`src/rtl/des_pkg.sv`:
```
// Shared DES key-schedule types and tables: PC1/PC2 permutation indices (0-based,
// bit 0 = DES bit 1) and the per-round left-shift schedule.
package des_pkg;

  localparam int unsigned NROUNDS = 16;
  localparam int unsigned HALF_W  = 28;
  localparam int unsigned RKEY_W  = 48;

  typedef logic [0:HALF_W-1] half_t;
  typedef logic [0:RKEY_W-1] rkey_t;

  typedef enum logic [1:0] {
    IDLE = 2'd0,
    EMIT = 2'd1,
    DONE = 2'd2
  } state_t;

  localparam int unsigned PC1_TAB [56] = '{
    56, 48, 40, 32, 24, 16,  8,  0, 57, 49, 41, 33, 25, 17,
     9,  1, 58, 50, 42, 34, 26, 18, 10,  2, 59, 51, 43, 35,
    62, 54, 46, 38, 30, 22, 14,  6, 61, 53, 45, 37, 29, 21,
    13,  5, 60, 52, 44, 36, 28, 20, 12,  4, 27, 19, 11,  3
  };

  localparam int unsigned PC2_TAB [48] = '{
    13, 16, 10, 23,  0,  4,  2, 27, 14,  5, 20,  9,
    22, 18, 11,  3, 25,  7, 15,  6, 26, 19, 12,  1,
    40, 51, 30, 36, 46, 54, 29, 39, 50, 44, 32, 47,
    43, 48, 38, 55, 33, 52, 45, 41, 49, 35, 28, 31
  };

  // Bit r set means round r+1 rotates by two; clear means by one.
  localparam logic [0:NROUNDS-1] SHIFT_TWO = 16'b0011_1111_0111_1110;

endpackage

```
`src/rtl/des_key_perm.sv`:
```
// Combinational DES key permutations: PC1 (64->56) of the user key and PC2 (56->48)
// of the current C/D pair.
module des_key_perm
  import des_pkg::*;
(
  input  logic [0:63] key,
  input  logic [0:55] cd,
  output logic [0:55] pc1,
  output rkey_t       rkey
);

  for (genvar i = 0; i < 56; i++) begin : g_pc1
    assign pc1[i] = key[6'(PC1_TAB[i])];
  end

  for (genvar j = 0; j < 48; j++) begin : g_pc2
    assign rkey[j] = cd[6'(PC2_TAB[j])];
  end

  // Parity bits and the eight C/D bits PC2 discards are intentionally dropped.
  logic unused_parity_c;
  logic unused_cd_c;
  assign unused_parity_c = ^{key[7], key[15], key[23], key[31],
                             key[39], key[47], key[55], key[63]};
  assign unused_cd_c     = ^{cd[8], cd[17], cd[21], cd[24],
                             cd[34], cd[37], cd[42], cd[53]};

endmodule

```
`src/rtl/roundkey_seq.sv`:
```
// Iterative DES key scheduler: emits the 16 round keys one per valid/ready handshake,
// forward (K1..K16) or reverse (K16..K1) by rotating the C/D halves left or right.
module roundkey_seq
  import des_pkg::*;
(
  input  logic        clk,
  input  logic        n_rst,
  input  logic        start,
  input  logic        decrypt,
  input  logic [0:63] user_key,
  input  logic        clear,
  input  logic        key_ready,
  output rkey_t       key_out,
  output logic        key_valid,
  output logic [3:0]  key_round,
  output logic        busy,
  output logic        done
);

  state_t      state;
  half_t       c_q, d_q;
  logic        decrypt_q;
  logic [0:55] pc1_c;
  logic        last_c;
  logic        two_c;

  des_key_perm u_perm (
    .key  (user_key),
    .cd   ({c_q, d_q}),
    .pc1  (pc1_c),
    .rkey (key_out)
  );

  function automatic half_t rot(input half_t h, input logic right, input logic two);
    case ({right, two})
      2'b00:   return {h[1:27], h[0]};
      2'b01:   return {h[2:27], h[0:1]};
      2'b10:   return {h[27], h[0:26]};
      default: return {h[26:27], h[0:25]};
    endcase
  endfunction

  // Forward steps use the next round's shift; reverse undoes the current round's.
  always_comb begin
    last_c = decrypt_q ? (key_round == 4'd0) : (key_round == 4'(NROUNDS - 1));
    two_c  = decrypt_q ? SHIFT_TWO[key_round] : SHIFT_TWO[4'(key_round + 4'd1)];
  end

  always_ff @(posedge clk or negedge n_rst) begin
    if (!n_rst) begin
      state     <= IDLE;
      c_q       <= '0;
      d_q       <= '0;
      decrypt_q <= 1'b0;
      key_valid <= 1'b0;
      key_round <= 4'd0;
      busy      <= 1'b0;
      done      <= 1'b0;
    end else if (clear) begin
      state     <= IDLE;
      c_q       <= '0;
      d_q       <= '0;
      decrypt_q <= 1'b0;
      key_valid <= 1'b0;
      key_round <= 4'd0;
      busy      <= 1'b0;
      done      <= 1'b0;
    end else begin
      case (state)
        IDLE: begin
          if (start) begin
            decrypt_q <= decrypt;
            key_valid <= 1'b1;
            busy      <= 1'b1;
            state     <= EMIT;
            if (decrypt) begin
              c_q       <= pc1_c[0:27];
              d_q       <= pc1_c[28:55];
              key_round <= 4'(NROUNDS - 1);
            end else begin
              c_q       <= rot(pc1_c[0:27], 1'b0, 1'b0);
              d_q       <= rot(pc1_c[28:55], 1'b0, 1'b0);
              key_round <= 4'd0;
            end
          end
        end
        EMIT: begin
          if (key_ready) begin
            if (last_c) begin
              key_valid <= 1'b0;
              busy      <= 1'b0;
              done      <= 1'b1;
              state     <= DONE;
            end else begin
              c_q       <= rot(c_q, decrypt_q, two_c);
              d_q       <= rot(d_q, decrypt_q, two_c);
              key_round <= decrypt_q ? 4'(key_round - 4'd1) : 4'(key_round + 4'd1);
            end
          end
        end
        DONE: begin
          done  <= 1'b0;
          state <= IDLE;
        end
        default: state <= IDLE;
      endcase
    end
  end

endmodule

```
`config.mk`:
```
export PLATFORM = sky130hd
export DESIGN_NAME = roundkey_seq
export DESIGN_NICKNAME = d
export VERILOG_FILES = /design/src/rtl/des_pkg.sv /design/src/rtl/des_key_perm.sv /design/src/rtl/roundkey_seq.sv
export SDC_FILE = /design/constraint.sdc
export NUM_CORES = 1
export LEC_CHECK = 0
export CORE_AREA = 2 2 114 116
export DETAILED_ROUTE_END_ITERATION = 10
export DIE_AREA = 0 0 116 118
export PLACE_DENSITY = 0.81
export SLEW_MARGIN = 40
export SYNTH_ARGS = -nofsm -noshare
export SYNTH_HDL_FRONTEND = slang
export SYNTH_HIERARCHICAL = 1
export SYNTH_SLANG_ARGS = --single-unit
```
`constraint.sdc`:
```
create_clock -name clk -period 2.54 [get_ports clk]
set_input_delay 0.508 -clock clk [delete_from_list [all_inputs] [get_ports clk]]
set_output_delay 0.508 -clock clk [all_outputs]
set_load 0.01 [all_outputs]
```
==> summary.txt <==
Outcome
  • Status: finished clean

Global routing
  • First-pass GRT wire length: 29900 microns
  • Vias in the first global route: 5858
  • Total grt overflow: 0
  • Largest net degree at the start of global routing: 59
  • Initial antenna violation count: 0
  • Gr usage total: 26.4%

Synthesis
  • Top cells by area, synth: dfrtp_1 25%, buf_4 12%, a32o_1 8.7%
  • Seq/Total Area, Yosys: 24.8%
  • Post-synth top area share: 24.8%
  • Yosys warns: 6
  • Area leader, netlist: dfrtp_1
  • Mapped Nets: 844
  • Post-synth EDFFs: 0
  • Top FF cell, synth: dfrtp_1
  • Post-synthesis cell count: 772
  • Library cells used by synthesis: 41
  • FF+latch count, synth: 65
  • Post-synthesis cell area: 6560 sq um
  • Fraction of registers with async set/reset: 100%
  • Mean post-synth cell area: 8.50 sq um

Power and ir drop
  • PwrDens: 596 nW/um^2
  • Clk pwr share: 29.1%
  • Leak: 2.91 nW
  • Logic gate share of total power: 39.5%
  • VDD IR max: 0.287 mV
  • Power Internal: 0.00280 W
  • Sw Ratio: 36.3%
  • Sw Pwr: 0.00160 W
  • Reg power frac: 31.4%

STA
  • Hold slack: 0.232 ns
  • Minimum clock period: 2.54 ns
  • Final Max Slew Viols: 0
  • Max_slew headroom: 49.8%
  • Slew @ Worst Pin: 0.753 ns
  • Period utilisation layout: 99.9%
  • Fmax: 394 MHz
  • Fin Clk Skew: 0.00694 ns
  • Setup Viol. Count Final: 0
  • Final Hold Violating Endpoints: 0
  • RSZ-0062 raised after global routing: yes
  • Setup TNS: 0 ns

Floorplan
  • DIE HEIGHT: 118 microns
  • Core area: 12400 sq um
  • Starting Density: 52.8%
  • Cell Rows: 41
  • Top-level I/O count: 125
  • Die width: 116 microns
  • Die area: 13700 sq um

Clock tree
  • CTS tree: yes
  • Htree depth: 3
  • Clock latency on the worst-skew pair: 0.34 ns
  • Clk buf depth: 2
  • CTS Root Cell: clkbuf_16
  • Clock sink count: 65
  • CTS buffer count: 9
  • Clock slew at reported path FFs: 0.06 ns
  • Setup repair bufs after CTS: 0

Setup path
  • CP required: 2.77 ns
  • Critical Path Fanout Max: 56
  • Element type at the critical path end: flip-flop
  • Startpoint Class: flip-flop
  • Crit path kind: reg2reg
  • CP arrival: 2.77 ns

Finish
  • ANT cells: 0
  • Most frequent cells in the layout: 114 x clkdlybuf4s50_1, 62 x dfrtp_1, 59 x nand2_1, 59 x o31ai_1, 59 x a21oi_1
  • Most common cell after layout, fill and taps aside: clkdlybuf4s50_1
  • Share of layout cells above drive strength 1: 8.38%
  • Fin nets: 795
  • Area growth, synth to finish: 12.2%
  • Layout filler cell count: 1101

Min path
  • Hold Crit Class: in2async

Route
  • DRT Pass-1 Iters: 8
  • Final ANT Viol Nets: 0
  • Vias: 6248
  • Final WL: 18100 microns
  • Iter 0 DRT Violations: 423
  • Residual DRC: 0
  • Wire length per cell: 20.1 microns
  • DR vias/cell: 6.94

Placement
  • RePlAce Congestion: 0.873
  • DP Wirelength: 11200 microns
  • IO Port Bufs: 116

Job
  • Max_cap viols: 0
-- cells in the mapped netlist (2+ instances only) --
cell and number:
a2111oi_0 35, a2111oi_1 21, a211oi_1 57, a21o_1 2, a21oi_1 60, a22o_1 4
a31o_2 2, a32o_1 57, buf_2 14, buf_4 106, buf_6 11, clkbuf_1 70
dfrtp_1 65, ha_1 2, inv_1 4, mux2i_1 57, nand2_1 59, nand2b_1 3
nor2_1 5, o21ai_0 58, o21ai_1 2, o31ai_1 59
-- worst paths after layout --
path,to,slack (ns),depth (start not counted),from
max,d_q[19],0.002,8,key_round[0]
min,d_q[19],0.23,1,n_rst
max reg2reg,d_q[19],0.002,8,key_round[0]
min reg2reg,busy,0.54,2,busy
max in group asynchronous,key_round[0],1.70,2,n_rst
min in group clk,busy,0.54,2,busy
-- cells by family after synthesis --
group                    count (synthesis)  synth area share (%)
AO/OA/AOI/OAI                          362                  40.8
XOR/XNOR                                 2                 0.382
adder cells (fa/ha/maj)                  2                 0.381
buffers and inverters                  206                  19.4
flip-flops                              65                  24.8
multiplexers                            58                  8.87
AND/OR/NAND/NOR                         77                  5.44
-- worst max-delay path, stage by stage, from the launching register on --
cell	delay (ns)
dfrtp_2	0.41
inv_1	0.07
ha_1	0.38
inv_1	0.12
a32o_2	0.30
buf_12	0.18
a2111oi_0	0.53
o31ai_1	0.14
a32o_1	0.27
-- registers in the layout, indices dropped and copies added, names as in the netlist --
| register | flops |
|---|---|
| busy | 1 |
| c_q | 28 |
| d_q | 28 |
| decrypt_q | 1 |
| done | 1 |
| key_round | 4 |
| state | 2 |
-- final cells by class --
type	instances	area (sq um)	share of cell area, %
Clock buffer	13	260	3.53
Inverter	4	15.0	0.204
Sequential cell	65	1630	22.2
Multi-Input combinational cell	501	3740	50.8
Clock inverter	3	40.0	0.544
Tap cell	172	215	2.92
Timing Repair Buffer	142	1460	19.8
-- metrics by stage --
stage               std cells  power (W)  util (%)  setup WS, ns  cell area, sq um
floorplan                 772    0.00266         -         0.115              6560
global placement          884    0.00301      56.6         0.130              7030
detailed placement        884    0.00307      56.6       -0.0196              7030
CTS                       900    0.00435      59.1       0.00674              7330
global route              900    0.00463      59.3        -0.132              7360
finish                    900    0.00439      59.3       0.00176              7360
-- repair_timing --
action,CTS,global route
gates resized for setup,4,15
pin swaps,0,0
hold buffers,0,0
setup endpoints to repair,4,54
-- routing by layer --
metal	GRT usage [%]	vias up	share of wire [%]
met5	0	-	0
met2	42.4	378	50
li1	-	2860	-
met1	35.0	2982	40
met3	4.84	28	8.4
met4	9.82	0	1.8
-- power by group through the flow --
stage	logic (W)	registers [W]	clock network, W
finish	0.00174	0.00138	0.00128
global route	0.00190	0.00140	0.00133
CTS	0.00170	0.00137	0.00128
detailed placement	0.00169	0.00138	0
global placement	0.00164	0.00137	0
floorplan	0.00136	0.00130	0
(Power assumes the default switching activity.)
